## src/rtl/dmem_arbiter.sv

```systemverilog
// dmem_arbiter: shares one single-port data memory between the pipeline MEM
// stage (port 0) and the test/debug loader (port 1). At most one access is
// granted per cycle. Ties go to the current owner, and a port is forced to
// yield after MAX_HOLD consecutive grants while the other port is waiting.
//
// Ports:
//   clk, rst                  clock, asynchronous active-high reset
//   req/we/adr/wdata{0,1}     per-port command, held until granted
//   gnt{0,1}                  combinational grant; access completes this cycle
//   rdata{0,1}, rvalid{0,1}   registered read data and one-cycle valid pulse
//   mem_adr, mem_write_en,
//   mem_data_in               drive to memory
//   mem_data_out              combinational read data from memory
//   busy                      an access is granted this cycle
module dmem_arbiter #(
    parameter int unsigned N        = 32,
    parameter int unsigned ADR_W    = 8,
    parameter int unsigned MAX_HOLD = 4
) (
    input  logic             clk,
    input  logic             rst,
    input  logic             req0,
    input  logic             we0,
    input  logic [ADR_W-1:0] adr0,
    input  logic [N-1:0]     wdata0,
    input  logic             req1,
    input  logic             we1,
    input  logic [ADR_W-1:0] adr1,
    input  logic [N-1:0]     wdata1,
    output logic             gnt0,
    output logic             gnt1,
    output logic [N-1:0]     rdata0,
    output logic [N-1:0]     rdata1,
    output logic             rvalid0,
    output logic             rvalid1,
    output logic [ADR_W-1:0] mem_adr,
    output logic             mem_write_en,
    output logic [N-1:0]     mem_data_in,
    input  logic [N-1:0]     mem_data_out,
    output logic             busy
);

    localparam int unsigned HW = $clog2(MAX_HOLD + 1);

    logic          owner;
    logic [HW-1:0] hold_cnt;
    // Set by reset, cleared by the first grant: the first tie after reset
    // goes to port 0 even though owner resets to 1.
    logic          first;

    // Grant decision; nothing is granted while reset is asserted.
    always_comb begin
        gnt0 = 1'b0;
        gnt1 = 1'b0;
        if (!rst) begin
            if (req0 && req1) begin
                if (first) begin
                    gnt0 = 1'b1;
                end else if (hold_cnt < HW'(MAX_HOLD)) begin
                    gnt0 = ~owner;
                    gnt1 = owner;
                end else begin
                    gnt0 = owner;
                    gnt1 = ~owner;
                end
            end else begin
                gnt0 = req0;
                gnt1 = req1;
            end
        end
    end

    // Memory drive from the granted port; zeros when idle.
    always_comb begin
        mem_adr      = '0;
        mem_data_in  = '0;
        mem_write_en = 1'b0;
        if (gnt0) begin
            mem_adr      = adr0;
            mem_data_in  = wdata0;
            mem_write_en = we0;
        end else if (gnt1) begin
            mem_adr      = adr1;
            mem_data_in  = wdata1;
            mem_write_en = we1;
        end
    end

    assign busy = gnt0 | gnt1;

    // Ownership, hold counter and per-port read return.
    always_ff @(posedge clk or posedge rst) begin
        if (rst) begin
            owner    <= 1'b1;
            hold_cnt <= '0;
            first    <= 1'b1;
            rdata0   <= '0;
            rdata1   <= '0;
            rvalid0  <= 1'b0;
            rvalid1  <= 1'b0;
        end else begin
            rvalid0 <= gnt0 & ~we0;
            rvalid1 <= gnt1 & ~we1;
            if (gnt0 && !we0) begin
                rdata0 <= mem_data_out;
            end
            if (gnt1 && !we1) begin
                rdata1 <= mem_data_out;
            end
            if (busy) begin
                first <= 1'b0;
                if (gnt1 == owner) begin
                    if (hold_cnt != HW'(MAX_HOLD)) begin
                        hold_cnt <= hold_cnt + HW'(1);
                    end
                end else begin
                    owner    <= gnt1;
                    hold_cnt <= HW'(1);
                end
            end else begin
                hold_cnt <= '0;
            end
        end
    end

endmodule
```

## config.mk

```make
export PLATFORM = sky130hd
export DESIGN_NAME = dmem_arbiter
export DESIGN_NICKNAME = d
export VERILOG_FILES = /design/src/rtl/dmem_arbiter.sv
export SDC_FILE = /design/constraint.sdc
export NUM_CORES = 1
export LEC_CHECK = 0
export BUFFER_PORTS_ARGS = -buffer_cell sky130_fd_sc_hd__buf_2
export CAP_MARGIN = 20
export CORE_MARGIN = 3
export CORE_UTILIZATION = 45
export DETAILED_ROUTE_END_ITERATION = 16
export PLACE_DENSITY = 0.85
export SLEW_MARGIN = 10
export SYNTH_ARGS = -nofsm -noshare
export SYNTH_HDL_FRONTEND = slang
export SYNTH_SLANG_ARGS = --single-unit
```

## constraint.sdc

```tcl
create_clock -name clk -period 3.8 [get_ports clk]
set_clock_uncertainty 0.05 [all_clocks]
set_input_delay 0.19 -clock clk [delete_from_list [all_inputs] [get_ports clk]]
set_output_delay 0.19 -clock clk [all_outputs]
set_load 0.01 [all_outputs]
```

Word-level counts from Yosys, hierarchy flattened

Cells that the tools add are included.

Register bits: 71
Bits of input ports: 118
Logic and storage cells: 42

Add/subtract/negate cells: 1
Magnitude comparators: 1
Equality and inequality tests: 3
Muxes and demuxes: 17
Bitwise gates (word level): 7
Reductions and logical operators: 6

Operators with widths:

| operator            | count |
|---|---|
| $mux 32             | 2 |
| $mux 8              | 2 |
| $mux 1              | 10 |
| $mux 3              | 3 |
| $not 1->1           | 4 |
| $add 3x1->3 const B | 1 |
| $logic_and 1x1->1   | 3 |
| $lt 3x3->1 const B  | 1 |
| $ne 3x2->1 const B  | 1 |
| $ne 3x3->1 const B  | 1 |
| $and 1x1->1         | 2 |
| $logic_not 1->1     | 2 |
| $reduce_and 2->1    | 1 |
| $eq 1x1->1          | 1 |
| $or 1x1->1          | 1 |

Depth between registers and ports, before layout

Gate-level depths: netlist of run 1.

Depth in word-level cells: 8
Gate-level depth with buffers: 5
Depth with buffers taken out: 5

Least setup slack after synthesis of run 1

No wires, ideal clock.

Path kind: input to output
From: input port rst
To: output port busy
Arrival time: 2,264 ps
Required time: 3,560 ps
Setup slack: 1,296 ps
Stages: 3
Path buffers: 0
Cells stage by stage: inv_1 -> o21ai_0 -> inv_1

Cells in the longest elaborated chain, start to end: 2
Elaborated cells on any way between the ends: 3
Those cells by class: 2 x mux; 1 x bitwise

RTL lines:

| item         | RTL line | text |
|---|---|---|
| from (decl)  | 21       | `input logic rst,` |
| $mux 1       | 55       | `if (!rst) begin` |
| $or 1x1->1 * | 89       | `assign busy = gnt0 \| gnt1;` |
| to (decl)    | 40       | `output logic busy` |

Mark *: on every way between the ends. The rest lies on a longest branch, timed or not.

Worst setup path in the final report of run 1

From: register owner
To: output port mem_write_en

Cells in the longest elaborated chain, start to end: 7
Elaborated cells on any way between the ends: 11
Those cells by class: 10 x mux; 1 x bitwise

RTL lines:

| item                   | RTL line | text |
|---|---|---|
| from (decl)            | 45       | `logic owner;` |
| from (signal assigned) | 117      | `owner <= gnt1;` |
| $not 1->1              | 60, 64   |  |
| $mux 1                 | 59       | `end else if (hold_cnt < HW'(MAX_HOLD)) begin` |
| $mux 1                 | 57       | `if (first) begin` |
| $mux 1                 | 56       | `if (req0 && req1) begin` |
| $mux 1                 | 55       |  |
| $mux 1                 | 82       | `end else if (gnt1) begin` |
| $mux 1 *               | 78       | `if (gnt0) begin` |
| to (decl)              | 37       | `output logic mem_write_en,` |

Marks and branches as above.

==> results of run 1 <==
[placed cells by master (no fill, tap or decap), types with 2 or more instances in the layout]
cell	Yosys	final
inv_2	1	2
inv_1	8	7
bufinv_16	0	2
inv_6	0	3
dfstp_2	2	2
clkbuf_8	0	9
buf_2	9	227
nor2_1	2	2
a32o_1	41	41
dfrtp_1	69	69
nand2_1	4	4
mux2_4	20	20
and2_1	2	2
ha_1	2	2
nor3_1	2	2
o21ai_0	3	3
diode_2	0	2
buf_4	3	5
mux2_2	43	43
nand3b_1	2	2
[stage by stage]
stage               instance area, µm²  worst slack [ns]  power, mW  hold WS [ns]
floorplan                         3480              1.30       1.44         0.264
global placement                  4640              1.51       1.74         0.172
detailed placement                4660              1.51       1.78         0.183
CTS                               4900              1.16       2.46        0.0452
global route                      4910              1.01       2.56        0.0339
finish                            4910              1.15       2.44        0.0547
[final timing paths]
| kind | startpoint | end | slack [ns] | cells after the start |
|---|---|---|---|---|
| setup / recovery | owner | mem_write_en | 1.15 | 5 |
| hold / removal | mem_data_out[24] | rdata0[24] | 0.05 | 2 |
| setup reg to reg | owner | rdata1[14] | 1.52 | 4 |
| hold reg to reg | rdata0[9] | rdata0[9] | 0.46 | 1 |
| max in group asynchronous | rst | rdata0[3] | 2.29 | 4 |
| min in group asynchronous | rst | rdata0[27] | 0.43 | 3 |
[cell families (layout without fill, tap and decap cells)]
kind of cell / Yosys count / after routing / synth area share
other cells: 0 / 2 / 0
compound gates: 54 / 54 / 0.151
fa+ha+maj: 2 / 2 / 0.00719
xor+xnor: 3 / 3 / 0.00971
mux: 65 / 65 / 0.231
buf+inv: 31 / 259 / 0.0510
simple gates: 19 / 19 / 0.0385
flops: 71 / 71 / 0.511
[registers in the layout, indices dropped and copies added (netlist names)]
signal,cells
rdata0,32
owner,1
rdata1,32
first,1
rvalid0,1
hold_cnt,3
rvalid1,1
[power groups by stage]
| stage | Combinational, mW | Sequential [mW] | Clock (mW) |
|---|---|---|---|
| 2_1_floorplan | 0.319 | 1.12 | 0 |
| 3_3_place_gp | 0.708 | 1.03 | 0 |
| 3_5_place_dp | 0.736 | 1.04 | 0 |
| 4_1_cts | 0.741 | 1.03 | 0.683 |
| 5_1_grt | 0.785 | 1.05 | 0.727 |
| 6_report | 0.731 | 1.03 | 0.672 |
[worst reg2reg max path: cells and delay by family (launching register included)]
family / cells / cell delay, ns
xor+xnor: 1 / 0.14
flops: 1 / 0.65
mux: 1 / 0.32
buf+inv: 1 / 0.37
compound gates: 1 / 0.65
[cell type report]
cell class,instances,area share
repair buffers,234,0.247
multi-input cells,143,0.311
flip-flops and latches,71,0.363
clock inverters,7,0.0209
well taps,99,0.0252
clock buffers,9,0.0252
inverters,9,0.00689
diodes,2,0.00102
[per-layer routing]
metal	routed length, µm	track usage	up-vias
met1	4290	0.295	1518
met3	845	0.0761	16
met5	23	0	-
met2	5160	0.363	120
met4	131	0.0493	6
li1	-	-	1391
[cells in the mapped netlist, types with 2 or more instances]
master	number	area, µm²
mux2_2	43	484
nand3b_1	2	15.0
a32o_1	41	410
inv_1	8	30.0
o21ai_0	3	15.0
mux2_4	20	300
buf_6	5	56.3
nor3_1	2	10.0
clkbuf_1	4	15.0
buf_4	3	22.5
and2_1	2	12.5
ha_1	2	25.0
dfrtp_1	69	1730
nand2_1	4	15.0
dfstp_2	2	52.6
buf_2	9	45.0
nor2_1	2	7.51
nor2b_1	2	12.5
[what timing repair did]
item	4_1_cts	5_1_grt
setup endpoints to repair	0	0
endpoints found under the hold margin	9	0
hold buffers	1	0
==> flow_metrics.py, run 1 <==
metrics = {
    "synthesis": {
        "ys.flop_type": "dfrtp_1",
        "yosys_warnings": 0,
        "async_flop_share": 1.00,
        "synth_cell_type_count": 40,
        "synth-seq-area-share": 0.511,
        "syn_area_um2": 3480,
        "synth-seq-cells": 71,
        "syn_nets": 365,
        "synth_edf_count": 0,
        "synthCells": 245,
        "postSynthAreaPerCell_um2": 14.2,
    },
    "clocking": {
        "clock-sinks": 71,
        "postCtsSetupBuffers": 0,
        "path_clk_slew_ns": 0.08,
        "cts_buffers": 9,
        "cts_tree": "built",
        "clkLatencyLatePin_ns": 0.32,
        "clk_path_buf_depth": 2,
        "cts-root-buf": "clkbuf_8",
        "post_cts_resized": 0,
        "h-tree-depth": 3,
    },
    "floorplan": {
        "ioPinCount": 228,
        "die_h_um": 94.0,
        "die_x_um": 94.0,
        "die_area_um2": 8830,
        "coreArea_um2": 7370,
        "start_util": 0.472,
        "rows": 31,
    },
    "placed_design": {
        "placedCellCount": 555,
        "gp_congestion": 0.841,
        "port_buffers": 227,
        "dp_hpwl_um": 8170,
    },
    "critical_path": {
        "cp_num_buf_inv": 2,
        "start_kind": "flop",
        "crit_chain": "xnor2_2 > o21ai_2 > buf_4 > a32o_1 > buf_2",
        "crit_fanout": 28,
        "critical_path.top_delay_family": "compound AO/OA/AOI/OAI gates",
        "critPathKind": "flop to output port",
        "cp.required_ns": 3.56,
        "critPathSlowestCell": "dfstp_2",
        "max_stage_delay_ns": 0.65,
        "cp.arrival_ns": 2.41,
        "cp-end-kind": "output port",
    },
    "final_layout": {
        "regArea_um2": 1780,
        "multi_input_area_um2": 1530,
        "synthToLayoutAreaGrowth_pct": 40.9,
        "nFillCells": 573,
        "drive_above_1_share": 0.685,
        "finalNonFillerCells": 574,
        "fin_util": 0.666,
        "nets": 588,
    },
    "global_routing": {
        "track_usage": 0.225,
        "grt_pass1_wl_um": 15500,
        "first_global_vias": 2962,
        "antenna_found_initial": 5,
        "grt_max_degree": 61,
        "grt-ovfl-total": 0,
    },
    "run": {
        "maxCapViolCount": 0,
    },
    "routing": {
        "drtAntennaViolNets": 0,
        "route.vias.total": 3051,
        "first_pass_iters": 5,
        "wl_per_cell_um": 18.2,
        "dr.first_iter.drc_count": 110,
        "viasPerCell": 5.32,
        "drt_wl_total_um": 10500,
        "drc": 0,
    },
    "timing": {
        "setup_viol": 0,
        "slew_headroom": 0.485,
        "rsz0062_at_grt": "no",
        "period_share": 0.698,
        "hold_viol": 0,
        "fmax_mhz": 377,
        "tightest_slew_ns": 0.770,
        "period_minus_slack_ns": 2.65,
        "drv_slew": 0,
        "setup_tns_ns": 0,
    },
    "power": {
        "p_seq_frac": 0.424,
        "p_int_mw": 1.70,
        "p_sw_mw": 0.736,
        "peakVddDrop_v": 0.000462,
        "combinationalPowerShare": 0.300,
        "power_switching_share": 0.302,
        "leakage_nw": 2.57,
        "power_density_nw_per_um2": 496,
        "clkPwrFrac": 0.276,
    },
    "min_path": {
        "hold_class": "input port to flop",
    },
    "run_status": {
        "status": "completed",
    },
}
No activity file was read; power rests on OpenSTA's default activity.
==> run 2: changes to the inputs <==
--- a/config.mk
+++ b/config.mk
@@ -8,9 +8,9 @@
 export BUFFER_PORTS_ARGS = -buffer_cell sky130_fd_sc_hd__buf_2
 export CAP_MARGIN = 20
 export CORE_MARGIN = 3
-export CORE_UTILIZATION = 45
+export CORE_UTILIZATION = 42
 export DETAILED_ROUTE_END_ITERATION = 16
-export PLACE_DENSITY = 0.85
+export PLACE_DENSITY = 0.8
 export SLEW_MARGIN = 10
 export SYNTH_ARGS = -nofsm -noshare
 export SYNTH_HDL_FRONTEND = slang
==> constraint.sdc (replaced) <==
create_clock -name clk -period 2.65 [get_ports clk]
set_clock_uncertainty 0.05 [all_clocks]
set_input_delay 0.1325 -clock clk [delete_from_list [all_inputs] [get_ports clk]]
set_output_delay 0.1325 -clock clk [all_outputs]
set_load 0.01 [all_outputs]
==> run 2 against run 1 <==
Net effect:
- sequential share of layout area is 2.0 points lower
- cell count is 6.1% higher
- via count is 4.8% higher
- combinational power is 50% higher
- critical endpoint is now mem_data_in[1]
==> flow_metrics.py, run 2 (same netlist as run 1, synthesis figures left out) <==
metrics = {
    "global_routing": {
        "busiest_layer": "met2",
        "met1_usage": 0.285,
        "grt_pass1_wl_um": 17500,
        "first_global_vias": 3292,
        "grt-ovfl-total": 0,
        "antenna_found_initial": 1,
        "grt_use_met2": 0.380,
        "grt_max_degree": 48,
        "track_usage": 0.229,
        "grtUsageMet3": 0.0707,
    },
    "timing": {
        "drv_slew": 0,
        "setup_ws_ns": 0.409,
        "period_minus_slack_ns": 2.24,
        "rsz0062_at_grt": "no",
        "period_share": 0.846,
        "hold_viol": 0,
        "tightest_slew_ns": 0.583,
        "setup_viol": 0,
        "fmax_mhz": 446,
        "setup_tns_ns": 0,
        "slew_headroom": 0.611,
    },
    "clocking": {
        "clock-sinks": 71,
        "cts_buffers": 9,
        "clk_path_buf_depth": 2,
        "post_cts_resized": 0,
        "clkLatencyLatePin_ns": 0.33,
        "postCtsSetupBuffers": 0,
        "cts_hold_buf": 33,
        "cts-root-buf": "clkbuf_8",
        "cts_tree": "built",
        "path_clk_slew_ns": 0.07,
        "h-tree-depth": 3,
    },
    "critical_path": {
        "cp-end-kind": "output port",
        "crit_fanout": 42,
        "reg2reg_depth": 4,
        "start_kind": "flop",
        "critPathKind": "flop to output port",
        "cp.arrival_ns": 2.06,
        "cp.required_ns": 2.47,
    },
    "final_layout": {
        "finalNonFillerCells": 609,
        "nFillCells": 583,
        "antenna_cells": 0,
        "fin_area_um2": 5200,
        "drive_above_1_share": 0.643,
        "layout_common_cells": "buf_2 (227), dfrtp_1 (69), mux2_2 (43)",
        "top_regs": "rdata0 (32), rdata1 (32), hold_cnt (3)",
        "nets": 622,
        "synthToLayoutAreaGrowth_pct": 49.4,
        "layout.cells.most_common": "buf_2",
    },
    "floorplan": {
        "die_area_um2": 9420,
        "rows": 32,
        "coreArea_um2": 7890,
        "start_util": 0.441,
        "die_x_um": 97.0,
        "die_h_um": 97.0,
        "ioPinCount": 228,
    },
    "min_path": {
        "holdPathStages": 2,
        "hold_class": "input port to flop",
    },
    "power": {
        "power_density_nw_per_um2": 661,
        "peakVddDrop_v": 0.000392,
        "leakage_nw": 2.69,
    },
    "placed_design": {
        "dpl-instance-area_um2": 4660,
        "dp_hpwl_um": 7850,
        "gp_congestion": 0.883,
        "port_buffers": 227,
        "placedCellCount": 560,
        "post-place-ws_ns": 0.711,
    },
    "routing": {
        "first_pass_iters": 5,
        "route.vias.total": 3196,
        "wl_per_cell_um": 17.7,
        "drt_wl_total_um": 10800,
        "drtAntennaViolNets": 0,
        "dr.first_iter.drc_count": 115,
        "drc": 0,
        "viasPerCell": 5.25,
    },
    "run": {
        "maxCapViolCount": 0,
    },
    "run_status": {
        "status": "completed",
    },
}
-- run 2: per-stage QoR --
stage / utilization / hold slack, ns / total power, mW
final: 0.659 / 0.0870 / 3.44
after detailed placement: 0.591 / 0.257 / 2.55
after global routing: 0.659 / 0.107 / 3.65
after floorplan: - / 0.206 / 2.06
after global placement: 0.591 / 0.252 / 2.50
after CTS: 0.659 / 0.0631 / 3.47
-- run 2: final timing paths --
| kind | endpoint | slack (ns) | from |
|---|---|---|---|
| max | mem_data_in[1] | 0.41 | owner |
| min | owner | 0.09 | req0 |
| max reg2reg | rdata0[29] | 0.72 | owner |
| min reg2reg | rdata0[2] | 0.45 | rdata0[2] |
| max in group asynchronous | rdata0[0] | 1.11 | rst |
| min in group asynchronous | rdata1[11] | 0.45 | rst |
-- run 2: final cells by class --
class,instances,area [µm²],share of cell area
repair buffers,268,1530,0.294
well taps,102,128,0.0245
clock buffers,10,138,0.0265
inverters,9,33.8,0.00650
clock inverters,6,67.6,0.0130
multi-input cells,143,1530,0.294
flip-flops and latches,71,1780,0.342
-- run 2: worst max-delay path, cell delays in order, from the launching register on --
cell     delay, ns
dfstp_2       0.64
xnor2_2       0.19
o21a_1        0.17
buf_4         0.37
a32o_1        0.21
buf_2         0.14
-- run 2: metal layers --
| layer | part of all wire | vias up |
|---|---|---|
| met4 | 0.020 | 2 |
| met5 | 0.0012 | - |
| met2 | 0.50 | 150 |
| met3 | 0.073 | 21 |
| met1 | 0.40 | 1572 |
| li1 | - | 1451 |
-- run 2: power breakdown --
part           total, mW  internal, mW  switching [mW]
clock network      0.864         0.463           0.401
logic               1.10         0.588           0.511
registers           1.48          1.34           0.138
total               3.44          2.39            1.05
